==> config.mk <==
export PLATFORM = sky130hd
export DESIGN_NAME = logic_op_arbiter
export DESIGN_NICKNAME = d
export VERILOG_FILES = /design/src/rtl/logic_op_arbiter.sv
export SDC_FILE = /design/constraint.sdc
export NUM_CORES = 1
export LEC_CHECK = 0
export CAP_MARGIN = 20
export CORE_AREA = 8 8 142 78
export CTS_BUF_LIST = sky130_fd_sc_hd__clkbuf_16
export CTS_CLUSTER_DIAMETER = 100
export DETAILED_ROUTE_END_ITERATION = 6
export DIE_AREA = 0 0 150 86
export PLACE_DENSITY_LB_ADDON = 0.1
export SLEW_MARGIN = 20
export SYNTH_ARGS = -nofsm -noshare
export SYNTH_HDL_FRONTEND = slang
export SYNTH_SLANG_ARGS = --single-unit
==> constraint.sdc <==
create_clock -name clk_i -period 3.1 [get_ports clk_i]
set_input_delay 0.62 -clock clk_i [delete_from_list [all_inputs] [get_ports clk_i]]
set_output_delay 0.62 -clock clk_i [all_outputs]
set_load 0.02 [all_outputs]
==> src/rtl/logic_op_arbiter.sv <==
// logic_op_arbiter
// Round-robin arbiter sharing one bitwise logic unit between NUM_REQ
// requesters. The winning request is evaluated combinationally and captured
// into a single registered response slot, tagged with the requester index.
// The slot reloads in the same cycle it drains, so the unit sustains one
// result per cycle while the consumer is ready.
module logic_op_arbiter #(
  parameter int NUM_REQ = 4,
  parameter int WIDTH   = 8,
  parameter int ID_W    = 2
) (
  input  logic                     clk_i,
  input  logic                     rst_i,
  input  logic [NUM_REQ-1:0]       req_valid_i,
  output logic [NUM_REQ-1:0]       req_ready_o,
  input  logic [NUM_REQ*WIDTH-1:0] req_a_i,
  input  logic [NUM_REQ*WIDTH-1:0] req_b_i,
  input  logic [NUM_REQ*3-1:0]     req_op_i,
  output logic                     rsp_valid_o,
  input  logic                     rsp_ready_i,
  output logic [WIDTH-1:0]         rsp_data_o,
  output logic [ID_W-1:0]          rsp_id_o,
  output logic                     rsp_err_o,
  output logic [15:0]              done_cnt_o
);

  localparam logic [2:0] OP_ENABLE = 3'd0;
  localparam logic [2:0] OP_INVERT = 3'd1;
  localparam logic [2:0] OP_AND    = 3'd2;
  localparam logic [2:0] OP_OR     = 3'd3;
  localparam logic [2:0] OP_XOR    = 3'd4;

  logic [ID_W-1:0]  ptr;
  logic [ID_W-1:0]  ptr_next;
  logic [ID_W-1:0]  winner;
  logic             found;
  logic             slot_free;
  logic             accept;
  logic [WIDTH-1:0] sel_a;
  logic [WIDTH-1:0] sel_b;
  logic [2:0]       sel_op;
  logic [WIDTH-1:0] alu_data;
  logic             alu_err;

  // The slot can take a new result if it is empty or being emptied right now.
  assign slot_free = !rsp_valid_o || rsp_ready_i;

  // Search requesters starting at ptr and wrapping; the first valid one wins.
  always_comb begin
    int idx;
    idx    = 0;
    found  = 1'b0;
    winner = '0;
    for (int i = 0; i < NUM_REQ; i++) begin
      idx = int'(ptr) + i;
      if (idx >= NUM_REQ) begin
        idx = idx - NUM_REQ;
      end
      if (!found && req_valid_i[idx]) begin
        found  = 1'b1;
        winner = ID_W'(idx);
      end
    end
  end

  // Reset gates the grant so nothing is accepted while the block is held.
  assign accept = !rst_i && slot_free && found;

  // One-hot grant and operand selection for the winning requester.
  always_comb begin
    req_ready_o = '0;
    sel_a       = '0;
    sel_b       = '0;
    sel_op      = '0;
    for (int k = 0; k < NUM_REQ; k++) begin
      if (winner == ID_W'(k)) begin
        req_ready_o[k] = accept;
        sel_a          = req_a_i[k*WIDTH +: WIDTH];
        sel_b          = req_b_i[k*WIDTH +: WIDTH];
        sel_op         = req_op_i[k*3 +: 3];
      end
    end
  end

  // Shared bitwise unit; ENABLE/AND and INVERT/XOR are the same gate function.
  always_comb begin
    alu_data = '0;
    alu_err  = 1'b0;
    case (sel_op)
      OP_ENABLE: alu_data = sel_a & sel_b;
      OP_INVERT: alu_data = sel_a ^ sel_b;
      OP_AND:    alu_data = sel_a & sel_b;
      OP_OR:     alu_data = sel_a | sel_b;
      OP_XOR:    alu_data = sel_a ^ sel_b;
      default: begin
        alu_data = '0;
        alu_err  = 1'b1;
      end
    endcase
  end

  // Pointer moves just past the winner, wrapping the last requester to 0.
  assign ptr_next = (winner == ID_W'(NUM_REQ - 1)) ? '0 : winner + ID_W'(1);

  // Response slot and round-robin pointer; data/id/err hold after a drain.
  always_ff @(posedge clk_i) begin
    if (rst_i) begin
      rsp_valid_o <= 1'b0;
      rsp_data_o  <= '0;
      rsp_id_o    <= '0;
      rsp_err_o   <= 1'b0;
      ptr         <= '0;
    end else if (accept) begin
      rsp_valid_o <= 1'b1;
      rsp_data_o  <= alu_data;
      rsp_id_o    <= winner;
      rsp_err_o   <= alu_err;
      ptr         <= ptr_next;
    end else if (rsp_ready_i) begin
      rsp_valid_o <= 1'b0;
    end
  end

  // Saturating count of responses handed to the consumer.
  always_ff @(posedge clk_i) begin
    if (rst_i) begin
      done_cnt_o <= '0;
    end else if (rsp_valid_o && rsp_ready_i && (done_cnt_o != 16'hFFFF)) begin
      done_cnt_o <= done_cnt_o + 16'd1;
    end
  end

endmodule
# Word level (Yosys, flattened, before mapping)
# Index checks and enable logic that the tools add are counted.
[totals]
reg_bits = 30
latch_bits = 0
mem_bits_rw = 0
romBits = 0
input_bits = 83
output_inout_bits = 32
word_cells = 98
n_memories = 0
[classes]
add_sub_neg = 9
n_mul = 0
div_mod_pow = 0
order_cmp = 8
eq_ne = 8
n_shift = 0
n_mux = 45
bitwise = 3
reduce_logical = 19
[ops]
columns = ["op", "count"]
rows = [
  ["< comparator 32 x 4 -> 1 bit, second input constant", 4],
  ["two-way mux 32 bit", 4],
  ["two-way mux 8 bit", 8],
  ["one-hot mux 8 bit (3 select lines)", 1],
  ["two-way mux 1 bit", 19],
  ["adder 16 x 1 -> 16 bit, second input constant", 1],
  ["!= test 16 bit, second input constant", 1],
  ["two-way mux 3 bit", 4],
  ["subtractor 3 x 3 -> 4 bit, second input constant", 3],
  ["two-way mux 2 bit", 5],
  [">= comparator 3 bit, second input constant", 3],
  ["AND 8 bit", 1],
  ["binary-select mux 1 bit (select 2 bit)", 4],
  ["bitwise OR 8 bit", 1],
  ["bitwise XOR 8 bit", 1],
  ["logical AND 1 bit", 7],
  ["adder 2 x 2 -> 3 bit, second input constant", 2],
  ["== test 3 x 2 -> 1 bit, second input constant", 2],
  ["zero test 1 bit", 5],
  ["OR reduction 5 bit", 1],
  ["== test 2 bit, second input constant", 2],
  ["OR reduction 2 bit", 2],
  ["subtractor 2 x 3 -> 4 bit, second input constant", 1],
  ["adder 2 x 1 -> 3 bit, second input constant", 1],
  ["9 further kinds", 9],
]

# Depth between registers and ports, before layout
[logic_depth]
depth_word = 23
ltp_mapped = 17
depth_no_buf = 14

# Least setup slack after synthesis
# No wires, ideal clock.
[synth_path]
path_kind = "input to register"
from = "input req_valid_i[0]"
to = "register rsp_data_o[4]"
setup_ps = 122
arrival_ps = 2928
required_ps = 2978
setup_slack_ps = 50
stages = 16
n_path_buf = 3
cell_sequence = "a21oi_1 o21ai_0 o2bb2a_1 inv_1 ha_1 buf_2 clkbuf_1 clkbuf_1 a221oi_1 nor3_1 a21oi_1 inv_1 ha_1 o21ai_0 a21oi_1 a311o_1"
[synth_via]
elab_chain_len = 21
word_cells_on_any_way = 54
classes_between = "eq/ne (7); mux (33); bitwise (3); reduce/logical (11)"
[synth_lines]
columns = ["item", "line", "source"]
rows = [
  ["start: declaration", "14", "input logic [NUM_REQ-1:0] req_valid_i,"],
  ["binary-select mux 1 bit (select 2 bit)", "59", "if (!found && req_valid_i[idx]) begin"],
  ["two-way mux 1 bit (not written as such) (2 in series)", "59", ""],
  ["two-way mux 1 bit", "59", ""],
  ["zero test 1 bit", "59", ""],
  ["logical AND 1 bit", "59", ""],
  ["two-way mux 1 bit", "59", ""],
  ["zero test 1 bit", "59", ""],
  ["logical AND 1 bit", "59", ""],
  ["[... 2 more ...]", "n/a", ""],
  ["logical AND 1 bit", "59", ""],
  ["two-way mux 2 bit (*)", "59", ""],
  ["net winner[1]", "35", "logic [ID_W-1:0] winner;"],
  ["zero test 2 bit", "76", "if (winner == ID_W'(k)) begin"],
  ["two-way mux 3 bit (4 in series)", "76", ""],
  ["== test 3 bit, or another cell as far along", "89", "case (sel_op)"],
  ["OR reduction 2 bit (no source line)", "n/a", ""],
  ["one-hot mux 8 bit (3 select lines) (*)", "89", ""],
  ["end signal: assignment", "115", "rsp_data_o <= alu_data;"],
  ["end: declaration", "21", "output logic [WIDTH-1:0] rsp_data_o,"],
]
# The timed path passes the listed nets; every way through them passes the cells marked *. The select of a mux whose other input is x is not followed.
# A chain may end at the register's enable or synchronous reset.

# Worst setup path after layout
[layout_path]
from = "input req_valid_i[2]"
to = "register rsp_data_o[5]"
# Same word-level chain as after synthesis.

==> results.sh <==
export IMPL_ys_types=43
export IMPL_worst_pin_slew_ns=0.728
export IMPL_cts_buffer_depth=2
export IMPL_htreeDepth=2
export IMPL_synth_edf_count=0
export IMPL_avgRoutedWirePerCell_um=15.3
export IMPL_maxSlewViolCount=0
export IMPL_cts_root_buf="clkbuf_16"
export IMPL_port_buffers=114
export IMPL_crit_path_cell_trace="dlygate4sd2_1 -> mux2i_1 -> nor2_1 -> nor3_1 -> buf_4 -> inv_1 -> ha_2 -> nor2b_2 -> a221oi_1 -> nor3_1 -> a21o_1 -> inv_1 -> ha_1 -> nand4b_1 -> a21oi_1 -> a311o_1"
export IMPL_cts_sinks=30
export IMPL_worst_slack_ns=0.157
export IMPL_setup_tns_ns=0
export IMPL_ant_nets=0
export IMPL_max_stage_delay_ns=0.31
export IMPL_dpl_cell_area_um2=4140
export IMPL_min_path_cells=2
export IMPL_r2r_start="ptr[1]"
export IMPL_status="complete, no violations"
export IMPL_worst_ir_drop_vdd_uv=194
export IMPL_crit_fanout=4
export IMPL_hpwl_um=7770
export IMPL_critical_path_required_ns=3.25
export IMPL_grt_usage_pct=14.0
export IMPL_period_minus_slack_ns=2.94
export IMPL_ys_seq_area_share_pct=22.9
export IMPL_ys_ff_latch=30
export IMPL_fin_crit_sh_pct=94.9
export IMPL_netlist_instances=353
export IMPL_dieArea_um2=12900
export IMPL_p_leak_uw=0.00168
export IMPL_syn_nets=457
export IMPL_gp_congestion=0.835
export IMPL_drv_cap=0
export IMPL_dpl_worst_slack_ns=-0.458
export IMPL_synth_area_um2=2620
export IMPL_grt_pass1_vias=2794
export IMPL_first_pass_iters=4
export IMPL_ys_flop_type="dfxtp_1"
export IMPL_vias=2961
export IMPL_grt_antenna_before_repair=0
export IMPL_fp_row_count=25
export IMPL_cts_buffers=5
export IMPL_grt_pass1_wl_um=14600
export IMPL_syn_area_per_cell_um2=7.43
export IMPL_max_slew_margin_pct=51.0
export IMPL_worstPathArrival_ns=3.09
export IMPL_ios=115
export IMPL_antennaDiodeCount=0
export IMPL_finalSetupViolCount=0
export IMPL_grt_start_max_net_pins=46
export IMPL_fin_skew_ns=0.00703
export IMPL_die_x_um=150
export IMPL_synth_async_reset_ratio_pct=0
export IMPL_drc=0
export IMPL_worstSetupStartpoint="req_valid_i[2]"
export IMPL_timing_reg2reg_worst_path_depth=15
export IMPL_core_area_um2=9070
export IMPL_area_growth_pct=63.6
export IMPL_yosys_warnings=0
export IMPL_hold_path_class="register to register"
export IMPL_via_per_inst=4.87
export IMPL_finalHoldViolCount=0
export IMPL_post_cts_setup_buffer_count=0
export IMPL_final_util_pct=47.3
export IMPL_fin_area_um2=4290
export IMPL_crit_path_end_kind="register"
export IMPL_critPathSlowestCell="a311o_1"
export IMPL_postRouteWirelength_um=9280
export IMPL_fin_nets=590
export IMPL_fmax_mhz=340
export IMPL_overflow=0
export IMPL_insertion_delay_ns=0.27
export IMPL_fin_cells=608
export IMPL_die_y_um=86
export IMPL_initial_core_util_pct=28.9
export IMPL_rsz0062_at_grt="no"
export IMPL_hp_start="rsp_id_o[0]"
export IMPL_crit_type="input pin to register"
export IMPL_power_density_nw_per_um2=455
export IMPL_fill_cells=902
export IMPL_placed_cells=600
export IMPL_dr_first_iter_drc_count=185
export IMPL_drive_gt1_share_pct=11.9
export IMPL_cts_tree="yes"
export IMPL_clk_pin_slew_ns=0.05
export IMPL_startpoint_type="input pin"
==> power by group <==
group	switching [uW]	internal, uW	total, uW
sequential	29.0	429	458
combinational	516	531	1050
clock	160	289	449
==> logic make-up after synthesis <==
logic type	count (synthesis)	share of synthesized area, %
simple gates	152	32.3
xor+xnor	13	4.63
fa+ha+maj	21	10.0
flops	30	22.9
mux	1	0.382
buf+inv	32	4.91
compound gates	104	24.8
==> layer usage <==
metal	GRT usage, %	vias to the layer above	part of all wire [%]
met1	21.4	1361	55
met2	19.1	66	38
met4	0.811	0	0.12
met3	4.15	2	6.9
met5	0	-	0
li1	-	1532	-
==> cells in the mapped netlist (6+ instances only) <==
cell	count	share of area [%]
a21o_1	14	4.0
nand2_1	32	4.6
nand3b_1	14	4.0
inv_1	11	1.6
a21oi_1	58	11
dfxtp_1	30	23
and2_1	11	2.6
ha_1	21	10
a311o_1	8	3.1
nand4b_1	8	2.7
nor3_1	13	2.5
nor2_1	32	4.6
xnor2_1	12	4.0
nor2b_1	7	1.7
clkbuf_1	11	1.6
o21ai_0	12	2.3
buf_2	6	1.1
==> worst max-delay path, delay by kind of cell <==
family | cells | cell delay (ns)
simple gates | 5 | 0.60
compound gates | 4 | 0.82
buf+inv | 4 | 0.54
fa+ha+maj | 2 | 0.35
mux | 1 | 0.15
==> layout by cell type, fill, tap and decap left out, drive strengths merged, types with 12 or more instances in the layout <==
cell type	netlist	routed
nand2	32	32
nand3b	14	14
buf	9	33
dfxtp	30	30
nor3	14	14
ha	21	21
o21ai	13	13
nor2	34	34
inv	11	12
a21oi	58	58
a21o	14	14
xnor2	12	12
clkdlybuf4s50	0	106
==> path summary, 6_finish.rpt <==
kind	endpoint	slack (ns)
min reg2reg	rsp_id_o[0]	0.47
max	rsp_data_o[5]	0.16
min	rsp_id_o[0]	0.47
max reg2reg	rsp_data_o[5]	0.29
==> stage by stage <==
| step | hold WS, ns | total power [uW] |
|---|---|---|
| 3_5_place_dp | 0.461 | 1510 |
| 5_1_grt | 0.499 | 2110 |
| 2_1_floorplan | 0.450 | 1030 |
| 3_3_place_gp | 0.461 | 1500 |
| 4_1_cts | 0.473 | 1970 |
| 6_report | 0.467 | 1950 |
==> layout make-up <==
class	count	area (um2)	area share, %
multi-input combinational	291	1910	44.6
timing repair buffer	147	1450	33.7
clock inverter	3	12.5	0.292
tap	121	151	3.53
clock buffer	5	125	2.92
inverter	11	41.3	0.962
sequential	30	601	14.0
==> timing repair <==
action | 4_1_cts | 5_1_grt
hold buffers | 0 | 0
endpoints found under the setup margin | 12 | 12
gates resized for setup | 12 | 9
cloned | 0 | 0
==> sequential cells by signal, summed over array words and instances (netlist names) <==
name and cells:
done_cnt_o 16, ptr 2, rsp_err_o 1, rsp_data_o 8, rsp_id_o 2, rsp_valid_o 1
No activity file was read; power rests on OpenSTA's default activity.
